File: src/rtl/multicycle_controller.sv
// Sequencing controller for the multi-cycle RISC-V datapath.
// Memory is handshaked through mem_ready. Every datapath enable and mux select comes from here.
//
//   state     | meaning
//   ----------+-----------------------------------------------------
//   FETCH     | read instruction at PC, load IR, PC <= PC+4
//   DECODE    | latch opcode, ALUOut <= old PC + imm (branch/jal target)
//   EXEC_R    | ALU rs1 op rs2
//   EXEC_I    | ALU rs1 op imm
//   MEM_ADDR  | ALUOut <= rs1 + imm (load/store address)
//   MEM_RD    | data read at ALUOut, wait for mem_ready
//   MEM_WB    | rd <= MDR
//   MEM_WR    | data write at ALUOut, wait for mem_ready
//   BRANCH    | compare rs1/rs2, PC <= target if zero
//   JAL       | rd <= PC (already +4), PC <= target
//   LUI       | ALUOut <= 0 + imm
//   ALU_WB    | rd <= ALUOut
//   TRAP      | unsupported opcode, parked until reset
module multicycle_controller (
   input  logic       clk,
   input  logic       reset,
   input  logic [6:0] opcode,
   input  logic       zero,
   input  logic       mem_ready,
   output logic       pc_write,
   output logic       pc_src,
   output logic       ir_write,
   output logic       iord,
   output logic       mem_read,
   output logic       mem_write,
   output logic       reg_write,
   output logic [1:0] wb_sel,
   output logic [1:0] alu_src_a,
   output logic [1:0] alu_src_b,
   output logic [1:0] alu_op,
   output logic       branch,
   output logic       retire,
   output logic       illegal,
   output logic [3:0] state
);

   localparam logic [6:0] OP_R      = 7'b0110011;
   localparam logic [6:0] OP_I      = 7'b0010011;
   localparam logic [6:0] OP_LOAD   = 7'b0000011;
   localparam logic [6:0] OP_STORE  = 7'b0100011;
   localparam logic [6:0] OP_BRANCH = 7'b1100011;
   localparam logic [6:0] OP_JAL    = 7'b1101111;
   localparam logic [6:0] OP_LUI    = 7'b0110111;

   typedef enum logic [3:0] {
      S_FETCH    = 4'd0,
      S_DECODE   = 4'd1,
      S_EXEC_R   = 4'd2,
      S_EXEC_I   = 4'd3,
      S_MEM_ADDR = 4'd4,
      S_MEM_RD   = 4'd5,
      S_MEM_WB   = 4'd6,
      S_MEM_WR   = 4'd7,
      S_BRANCH   = 4'd8,
      S_JAL      = 4'd9,
      S_LUI      = 4'd10,
      S_ALU_WB   = 4'd11,
      S_TRAP     = 4'd12
   } state_t;

   state_t     state_q;
   logic [6:0] op_q;
   logic       illegal_q;

   always_ff @(posedge clk) begin
      if (reset) begin
         state_q   <= S_FETCH;
         op_q      <= '0;
         illegal_q <= 1'b0;
      end else begin
         case (state_q)
            S_FETCH:    if (mem_ready) state_q <= S_DECODE;
            S_DECODE: begin
               op_q <= opcode;
               case (opcode)
                  OP_R:               state_q <= S_EXEC_R;
                  OP_I:               state_q <= S_EXEC_I;
                  OP_LOAD, OP_STORE:  state_q <= S_MEM_ADDR;
                  OP_BRANCH:          state_q <= S_BRANCH;
                  OP_JAL:             state_q <= S_JAL;
                  OP_LUI:             state_q <= S_LUI;
                  default: begin
                     state_q   <= S_TRAP;
                     illegal_q <= 1'b1;
                  end
               endcase
            end
            S_EXEC_R:   state_q <= S_ALU_WB;
            S_EXEC_I:   state_q <= S_ALU_WB;
            S_LUI:      state_q <= S_ALU_WB;
            S_ALU_WB:   state_q <= S_FETCH;
            // opcode input may have moved on; only the latched copy is trusted here
            S_MEM_ADDR: state_q <= (op_q == OP_LOAD) ? S_MEM_RD : S_MEM_WR;
            S_MEM_RD:   if (mem_ready) state_q <= S_MEM_WB;
            S_MEM_WB:   state_q <= S_FETCH;
            S_MEM_WR:   if (mem_ready) state_q <= S_FETCH;
            S_BRANCH:   state_q <= S_FETCH;
            S_JAL:      state_q <= S_FETCH;
            S_TRAP:     state_q <= S_TRAP;
            default:    state_q <= S_FETCH;
         endcase
      end
   end

   // Outputs decode the current state (plus mem_ready/zero) so strobes land in the same cycle.
   always_comb begin
      pc_write  = 1'b0;
      pc_src    = 1'b0;
      ir_write  = 1'b0;
      iord      = 1'b0;
      mem_read  = 1'b0;
      mem_write = 1'b0;
      reg_write = 1'b0;
      wb_sel    = 2'b00;
      alu_src_a = 2'b00;
      alu_src_b = 2'b00;
      alu_op    = 2'b00;
      branch    = 1'b0;
      retire    = 1'b0;
      if (!reset) begin
         case (state_q)
            S_FETCH: begin
               mem_read  = 1'b1;
               alu_src_b = 2'b01;
               if (mem_ready) begin
                  ir_write = 1'b1;
                  pc_write = 1'b1;
               end
            end
            S_DECODE: begin
               alu_src_a = 2'b10;
               alu_src_b = 2'b10;
            end
            S_EXEC_R: begin
               alu_src_a = 2'b01;
               alu_op    = 2'b10;
            end
            S_EXEC_I: begin
               alu_src_a = 2'b01;
               alu_src_b = 2'b10;
               alu_op    = 2'b10;
            end
            S_LUI: begin
               alu_src_a = 2'b11;
               alu_src_b = 2'b10;
            end
            S_ALU_WB: begin
               reg_write = 1'b1;
               retire    = 1'b1;
            end
            S_MEM_ADDR: begin
               alu_src_a = 2'b01;
               alu_src_b = 2'b10;
            end
            S_MEM_RD: begin
               iord     = 1'b1;
               mem_read = 1'b1;
            end
            S_MEM_WB: begin
               reg_write = 1'b1;
               wb_sel    = 2'b01;
               retire    = 1'b1;
            end
            S_MEM_WR: begin
               iord      = 1'b1;
               mem_write = 1'b1;
               retire    = mem_ready;
            end
            S_BRANCH: begin
               alu_src_a = 2'b01;
               alu_op    = 2'b11;
               branch    = 1'b1;
               pc_src    = 1'b1;
               pc_write  = zero;
               retire    = 1'b1;
            end
            S_JAL: begin
               reg_write = 1'b1;
               wb_sel    = 2'b10;
               pc_write  = 1'b1;
               pc_src    = 1'b1;
               retire    = 1'b1;
            end
            default: ;
         endcase
      end
   end

   assign illegal = illegal_q & ~reset;
   assign state   = reset ? 4'd0 : state_q;

endmodule

File: config.mk
export PLATFORM = sky130hd
export DESIGN_NAME = multicycle_controller
export DESIGN_NICKNAME = d
export VERILOG_FILES = /design/src/rtl/multicycle_controller.sv
export SDC_FILE = /design/constraint.sdc
export NUM_CORES = 1
export LEC_CHECK = 0
export ABC_AREA = 1
export BUFFER_PORTS_ARGS = -buffer_cell sky130_fd_sc_hd__buf_2
export CELL_PAD_IN_SITES_DETAIL_PLACEMENT = 0
export CELL_PAD_IN_SITES_GLOBAL_PLACEMENT = 1
export CORE_AREA = 3 3 58 65
export DETAILED_ROUTE_END_ITERATION = 10
export DIE_AREA = 0 0 61 68
export PLACE_DENSITY = 0.84
export SLEW_MARGIN = 20
export SYNTH_ARGS = -nofsm -noshare
export SYNTH_HDL_FRONTEND = slang
export SYNTH_SLANG_ARGS = --single-unit
export TNS_END_PERCENT = 1
File: constraint.sdc
create_clock -name clk -period 1.2 [get_ports clk]
set_input_delay 0.06 -clock clk [delete_from_list [all_inputs] [get_ports clk]]
set_output_delay 0.06 -clock clk [all_outputs]
set_load 0.05 [all_outputs]
# Yosys cells after proc, flatten, opt, wreduce, memory -nomap -nowiden
# Index checks and enable logic that the tools add are counted.
[word_totals] word_cells=77 reg_bits=12 mem_bits_ro=0 output_inout_bits=22 memories=0 mem_bits_rw=0 input_bits=11 latchBits=0
[classes] bitwise=3 order_cmp=0 mul=0 n_eq_ne=23 n_shift=0 mux=34 div=0 n_addsub=0 reduce_logical=14
[ops] operator="case mux 4 bit (7 select lines)" n=1
[ops] operator="case mux 4 bit (6 select lines)" n=1
[ops] operator="equality test 7 x 6 -> 1 bit, second input constant" n=3
[ops] operator="equality test 4 bit, second input constant" n=5
[ops] operator="2-to-1 mux 1 bit" n=17
[ops] operator="equality test 4 x 3 -> 1 bit, second input constant" n=4
[ops] operator="2-to-1 mux 4 bit" n=4
[ops] operator="equality test 7 x 2 -> 1 bit, second input constant" n=2
[ops] operator="equality test 7 bit, second input constant" n=2
[ops] operator="case mux 2 bit (2 select lines)" n=3
[ops] operator="OR reduction 4 bit" n=3
[ops] operator="2-to-1 mux 2 bit" n=5
[ops] operator="OR reduction 2 bit" n=5
[ops] operator="equality test 4 x 2 -> 1 bit, second input constant" n=2
[ops] operator="equality test 7 x 5 -> 1 bit, second input constant" n=1
[ops] operator="OR reduction 7 bit" n=1
[ops] operator="inequality test 2 bit, second input constant" n=3
[ops] operator="case mux 2 bit (3 select lines)" n=1
[ops] operator="OR reduction 3 bit" n=2
[ops] operator="equality test 4 x 1 -> 1 bit, second input constant" n=1
[ops] operator="zero test 4 bit" n=1
[ops] operator="case mux 1 bit (3 select lines)" n=1
[ops] operator="AND reduction 3 bit" n=1
[ops] operator="inverter 1 bit" n=2
[ops] operator="other kinds (3)" n=3

# Depth between registers and ports, before layout
# Gate-level depths: netlist (run 1).
[depth] ltp_word=4 depth_mapped=10

# Worst setup path before layout (run 1)
# OpenSTA, ideal clock, no wires.
[synth_timing] path_kind="register to output" from="register state_q[1]" to="output port retire" arrival_ns=2.146 path_stages_with_launch=9 path_slack_ns=-1.006 path_buffers=1 cell_sequence="dfxtp_1 -> buf_2 -> nor2_2 -> inv_1 -> nor2_1 -> inv_1 -> nor2_1 -> a21oi_1 -> o21ai_0"
[synth_between] elab_chain_cells=4 word_cells_on_any_way=8 classes_between="eq/ne: 5; mux: 2; reduce/logical: 1"
[synth_rtl] element="start: declaration" line="66" rtl="state_t state_q;"
[synth_rtl] element="start signal: assignment" line="98" rtl="S_MEM_ADDR: state_q <= (op_q == OP_LOAD) ? S_MEM_RD : S_MEM_WR;"
[synth_rtl] element="equality test 4 bit or equality test 4 x 3 -> 1 bit (tied branches)" line="126" rtl="case (state_q)"
[synth_rtl] element="OR reduction 4 bit (no line)"
[synth_rtl] element="case mux 1 bit (2 select lines) (*)" line="126"
[synth_rtl] element="2-to-1 mux 1 bit (*)" line="125" rtl="if (!reset) begin"
[synth_rtl] element="end: declaration" line="37" rtl="output logic retire,"
# Mark *: on every way between the ends. The rest lies on a longest branch, timed or not.

# Worst setup path after layout (run 1)
# Same ends and word-level chain as after synthesis.

==> impl_metrics.json, run 1 <==
{
  "num_vias": 1180,
  "power_density_nw_per_um2": 2580,
  "relSlewSlack_pct": 74.9,
  "path_delay_family": "flip-flops",
  "avgSynthCellArea_um2": 5.53,
  "dp.final_hpwl_mm": 2.14,
  "path_cells": "nor2_4 > inv_2 > nor2_4 > inv_2 > nor2_4 > a21oi_1 > o21ai_2 > buf_6",
  "grt_overflow": 0,
  "min_period_over_period_pct": 130,
  "cp-end-kind": "primary output",
  "slowest_delay_ns": 0.39,
  "ir_worst_vdd_uv": 874,
  "drc": 0,
  "critical_path.startpoint": "state_q[1]",
  "cts_max_level": 1,
  "area_growth_pct": 89.4,
  "final_antenna_net_count": 0,
  "clk_pin_slew_ns": 0.08,
  "wl_per_cell_um": 12.0,
  "fmax_mhz": 641,
  "grt_usage_pct": 15.0,
  "critical_path_class": "reg -> out",
  "antennaDiodeCount": 0,
  "synth-seq-cells": 12,
  "crit_buf_inv": 3,
  "yosysTopAreaCell": "dfxtp_1",
  "grt_start_max_net_pins": 13,
  "yosys_warnings": 0,
  "holdCritStartpoint": "opcode[1]",
  "crit_arrival_ns": 1.50,
  "synth_seq_area_share_pct": 27.2,
  "fin_nets": 237,
  "fin_ws_ns": -0.361,
  "worstHoldPathType": "in -> reg",
  "crit_path_frequent_cell": "nor2_4",
  "top_level_ports": 33,
  "antenna_found_initial": 0,
  "grt_pass1_vias": 1118,
  "crit_path_start_kind": "flop",
  "hold_viol_final": 0,
  "holdBufCountCts": 0,
  "worst_slew_pin_slew_ns": 0.376,
  "violations": "setup timing",
  "slew_viol_final": 0,
  "synthDistinctLibCells": 21,
  "cts-root-buf": "clkbuf_4",
  "clock-sinks": 12,
  "synth_cells": 160,
  "coreArea_um2": 3130,
  "fin_cells": 258,
  "fin_skew_ns": 0.0117,
  "grt_pass1_wl_mm": 4.86,
  "port_buffers": 32,
  "first_iter_violations": 47,
  "synth_nets": 171,
  "p_total_mw": 4.32,
  "drtPass1Iterations": 4,
  "synthDominantCellAreaShare_pct": 27.2,
  "synth_area_leaders": "dfxtp_1, nand2_1, nor2_1",
  "initial_utilization_pct": 28.3,
  "synth_area_um2": 885,
  "r2r_start": "state_q[1]",
  "cts_buffers": 3,
  "vias_per_cell": 4.57,
  "clockBufferDepth": 2,
  "rows": 21,
  "die_h_um": 68,
  "cts_tree": "yes",
  "outcome": "finished with violations",
  "chipWidth_um": 61,
  "setup_viol": 26,
  "rsz0062_at_grt": "true",
  "cp.required_ns": 1.14,
  "gp_congestion": 0.833,
  "wirelength_mm": 3.09,
  "critPathMaxFanout": 6,
  "design.die.area_um2": 4150,
  "clk_latency_ns": 0.27,
  "drive_gt1_share_pct": 52.2,
  "dpl.cell_count": 248,
  "cp_slowest_cell": "dfxtp_4",
  "fin_crit_ns": 1.56,
  "p_leak_nw": 0.835,
  "max_cap_viol_count": 0
}
-- placed cells by master (no fill, tap or decap), drive strengths merged --
master,instances
a21oi,10
a31oi,2
buf,67
clkbuf,3
dfxtp,12
inv,22
nand2,42
nand3,10
nand4,2
nor2,40
nor3,5
o21ai,9
-- final timing paths --
check               endpoint  slack [ns]  depth (start not counted)
setup / recovery      retire       -0.36                          8
hold / removal       op_q[1]        0.04                          3
hold reg to reg    illegal_q        0.46                          2
setup reg to reg  state_q[0]       -0.15                         10
-- timing repair --
action | in CTS | in global routing
setup endpoints to repair | 33 | 33
setup buffers | 6 | 1
gates resized for setup | 71 | 25
pin swaps | 7 | 5
-- kinds of logic after synthesis --
family,after synthesis,share of synthesized area (%)
flip-flops,12,27.2
AO/OA/AOI/OAI,21,12.2
buffers and inverters,28,13.4
AND/OR/NAND/NOR,99,47.2
-- per-stage QoR --
step / util, % / setup TNS [ns] / cell area (µm²) / hold slack (ns) / setup WS (ns)
2_1_floorplan: - / -4.04 / 932 / 0.183 / -0.388
3_3_place_gp: 42.3 / -2.08 / 1320 / 0.327 / -0.207
3_5_place_dp: 42.3 / -2.26 / 1320 / 0.331 / -0.218
4_1_cts: 50.5 / -4.63 / 1580 / 0.0345 / -0.317
5_1_grt: 53.6 / -6.96 / 1680 / 0.0485 / -0.435
6_report: 53.6 / -4.91 / 1680 / 0.0425 / -0.361
-- power by group --
group / internal (mW) / total [mW] / switching (mW)
sequential: 0.581 / 0.758 / 0.177
clock: 0.116 / 0.249 / 0.133
combinational: 1.43 / 3.32 / 1.89
total: 2.12 / 4.32 / 2.20
-- registers in the layout (all words and copies together), names as in the netlist --
name	flops
illegal_q	1
op_q	7
state_q	4
-- synth_stat cells (all sizes together) --
cell type and count:
nand2 42, nor2 40, inv 22, dfxtp 12
a21oi 10, nand3 10, o21ai 9, buf 5
nor3 5, a31oi 2, nand4 2, clkbuf 1
-- cell type report --
type	instances	area, µm²
Clock buffer	3	22.5
Inverter	22	87.6
Fill cell	302	1450
Timing Repair Buffer	67	578
Sequential cell	12	255
Tap cell	34	42.5
Multi-Input combinational cell	120	689
-- worst reg2reg max path, delay by kind of cell, from the launching register on --
family / cells / cell delay [ns]
AND/OR/NAND/NOR: 7 / 0.51
flip-flops: 1 / 0.39
buffers and inverters: 3 / 0.39
-- routing by layer --
layer  global-route usage [%]  share of wire (%)
met1                     20.5                 46
met2                     24.2                 50
met3                     1.70                1.8
met4                     5.15                1.9
met5                        0                  0
(Power assumes the default switching activity.)
==> run 2, diff against run 1 <==
- SKIP_CTS_REPAIR_TIMING: not set -> 1
- SLEW_MARGIN: 20 -> not set
==> run 2 against run 1 <==
Effect of this change:
- the flow still finishes with violations (setup timing)
- count of clock-buffer cells in the layout unchanged
- hold slack about the same
- first-iteration DRC count down 15%
- sequential power about the same
- total power down 2.7%
- non-clock buffer count down 3
- register-to-register slack about the same
- global-route usage down 1.7 points
- die area unchanged
- combinational power down 4%
- cell area down 2.7%
- critical endpoint unchanged
- largest power group unchanged
==> impl_metrics.json, run 2 (synthesized netlist as in run 1, its figures left out) <==
{
  "cts_tree": "yes",
  "largest_reg_flops": 7,
  "initial_utilization_pct": 28.3,
  "max_cap_viol_count": 0,
  "fin_ws_ns": -0.359,
  "power_density_nw_per_um2": 2580,
  "drive_gt1_share_pct": 51.6,
  "dp.final_hpwl_mm": 2.14,
  "slowest_delay_ns": 0.39,
  "outcome": "finished with violations",
  "min_period_over_period_pct": 130,
  "worst_slew_pin_slew_ns": 0.387,
  "cp_slowest_cell": "dfxtp_4",
  "clk_pin_slew_ns": 0.08,
  "coreArea_um2": 3130,
  "ir_worst_vdd_uv": 863,
  "chipWidth_um": 61,
  "grt_pass1_wl_mm": 4.33,
  "wl_per_cell_um": 11.5,
  "p_leak_nw": 0.818,
  "holdWs_ns": 0.0424,
  "cts-root-buf": "clkbuf_4",
  "fin_crit_ns": 1.56,
  "critPathMaxFanout": 6,
  "clockPowerShare_pct": 5.9,
  "clk_latency_ns": 0.27,
  "gp_congestion": 0.833,
  "power_frac_comb_pct": 76.0,
  "dpl.cell_count": 248,
  "port_buffers": 32,
  "design.die.area_um2": 4150,
  "path_cells": "nor2_4 > inv_2 > nor2_4 > inv_2 > nor2_4 > a21oi_2 > o21ai_2 > buf_6",
  "grt_pass1_vias": 1009,
  "num_vias": 1179,
  "cts_max_level": 1,
  "clock-sinks": 12,
  "setup_viol": 26,
  "final_area_um2": 1630,
  "cp.required_ns": 1.14,
  "mostFrequentLayoutCell": "nand2_1",
  "final_antenna_net_count": 0,
  "rows": 21,
  "violations": "setup timing",
  "internal_power_mw": 2.04,
  "worstHoldPathType": "in -> reg",
  "fin_skew_ns": 0.00851,
  "top_register": "op_q",
  "crit_path_start_kind": "flop",
  "grt_start_max_net_pins": 13,
  "die_h_um": 68,
  "top_regs": "op_q (7), state_q (4), illegal_q (1)",
  "power_frac_seq_pct": 18.1,
  "post_dp_cell_area_um2": 1320,
  "area_growth_pct": 84.3,
  "final_cell_mix": "nand2_1, buf_4, nor2_1",
  "p_sw_share_pct": 51.4,
  "drtPass1Iterations": 4,
  "critical_path_class": "reg -> out",
  "cts_buffers": 3,
  "wirelength_mm": 2.93,
  "vias_per_cell": 4.62,
  "fin_util_pct": 52.1,
  "rsz0062_at_grt": "true",
  "first_iter_violations": 40,
  "relSlewSlack_pct": 74.2,
  "slew_viol_final": 0,
  "fin_tns_setup_ns": -5.27,
  "crit_arrival_ns": 1.50,
  "cp-end-kind": "primary output",
  "fmax_mhz": 642,
  "fin_cells": 255,
  "clockBufferDepth": 2,
  "crit_path_frequent_cell": "nor2_4",
  "top_level_ports": 33,
  "antenna_found_initial": 0,
  "fin_nets": 234,
  "drc": 0,
  "grt_overflow": 0,
  "grt_usage_pct": 13.3,
  "antennaDiodeCount": 0,
  "hold_viol_final": 0,
  "switchingPower_mw": 2.16
}
-- run 2: worst max-delay path: cells and delay by family (launching register included) --
| family | cells | cell delay [ns] |
|---|---|---|
| AO/OA/AOI/OAI | 2 | 0.11 |
| flip-flops | 1 | 0.39 |
| AND/OR/NAND/NOR | 3 | 0.42 |
| buffers and inverters | 3 | 0.31 |
-- run 2: path summary, 6_finish.rpt --
path	slack, ns	end	cells past startpoint	start
worst max-delay path	-0.36	retire	8	state_q[1]
worst max register to register	-0.14	state_q[0]	10	state_q[1]
worst min register to register	0.46	illegal_q	2	illegal_q
worst min-delay path	0.04	op_q[1]	3	opcode[1]
-- run 2: power by group through the flow --
stage          Sequential (mW)  Clock, mW  Combinational, mW
2_1_floorplan            0.634          0               1.70
3_5_place_dp             0.674          0               2.56
6_report                 0.761      0.247               3.20
4_1_cts                  0.666      0.253               2.57
3_3_place_gp             0.670          0               2.55
5_1_grt                  0.785      0.286               3.43
-- run 2: layout make-up --
class                           count  area (µm²)
Sequential cell                    12         255
Tap cell                           34        42.5
Inverter                           22        87.6
Multi-Input combinational cell    120         683
Clock buffer                        3        22.5
Fill cell                         303        1500
Timing Repair Buffer               64         539
-- run 2: layer usage --
metal	up-vias	wire [µm]	GRT usage (%)
met1	523	1310	18.4
met4	0	51	4.07
li1	626	-	-
met3	6	100	1.70
met5	-	0	0
met2	24	1480	21.4
-- run 2: per-stage QoR --
step           power [mW]  setup WS, ns
3_3_place_gp         3.22        -0.207
4_1_cts              3.49        -0.527
6_report             4.21        -0.359
2_1_floorplan        2.34        -0.388
5_1_grt              4.50        -0.460
3_5_place_dp         3.23        -0.218
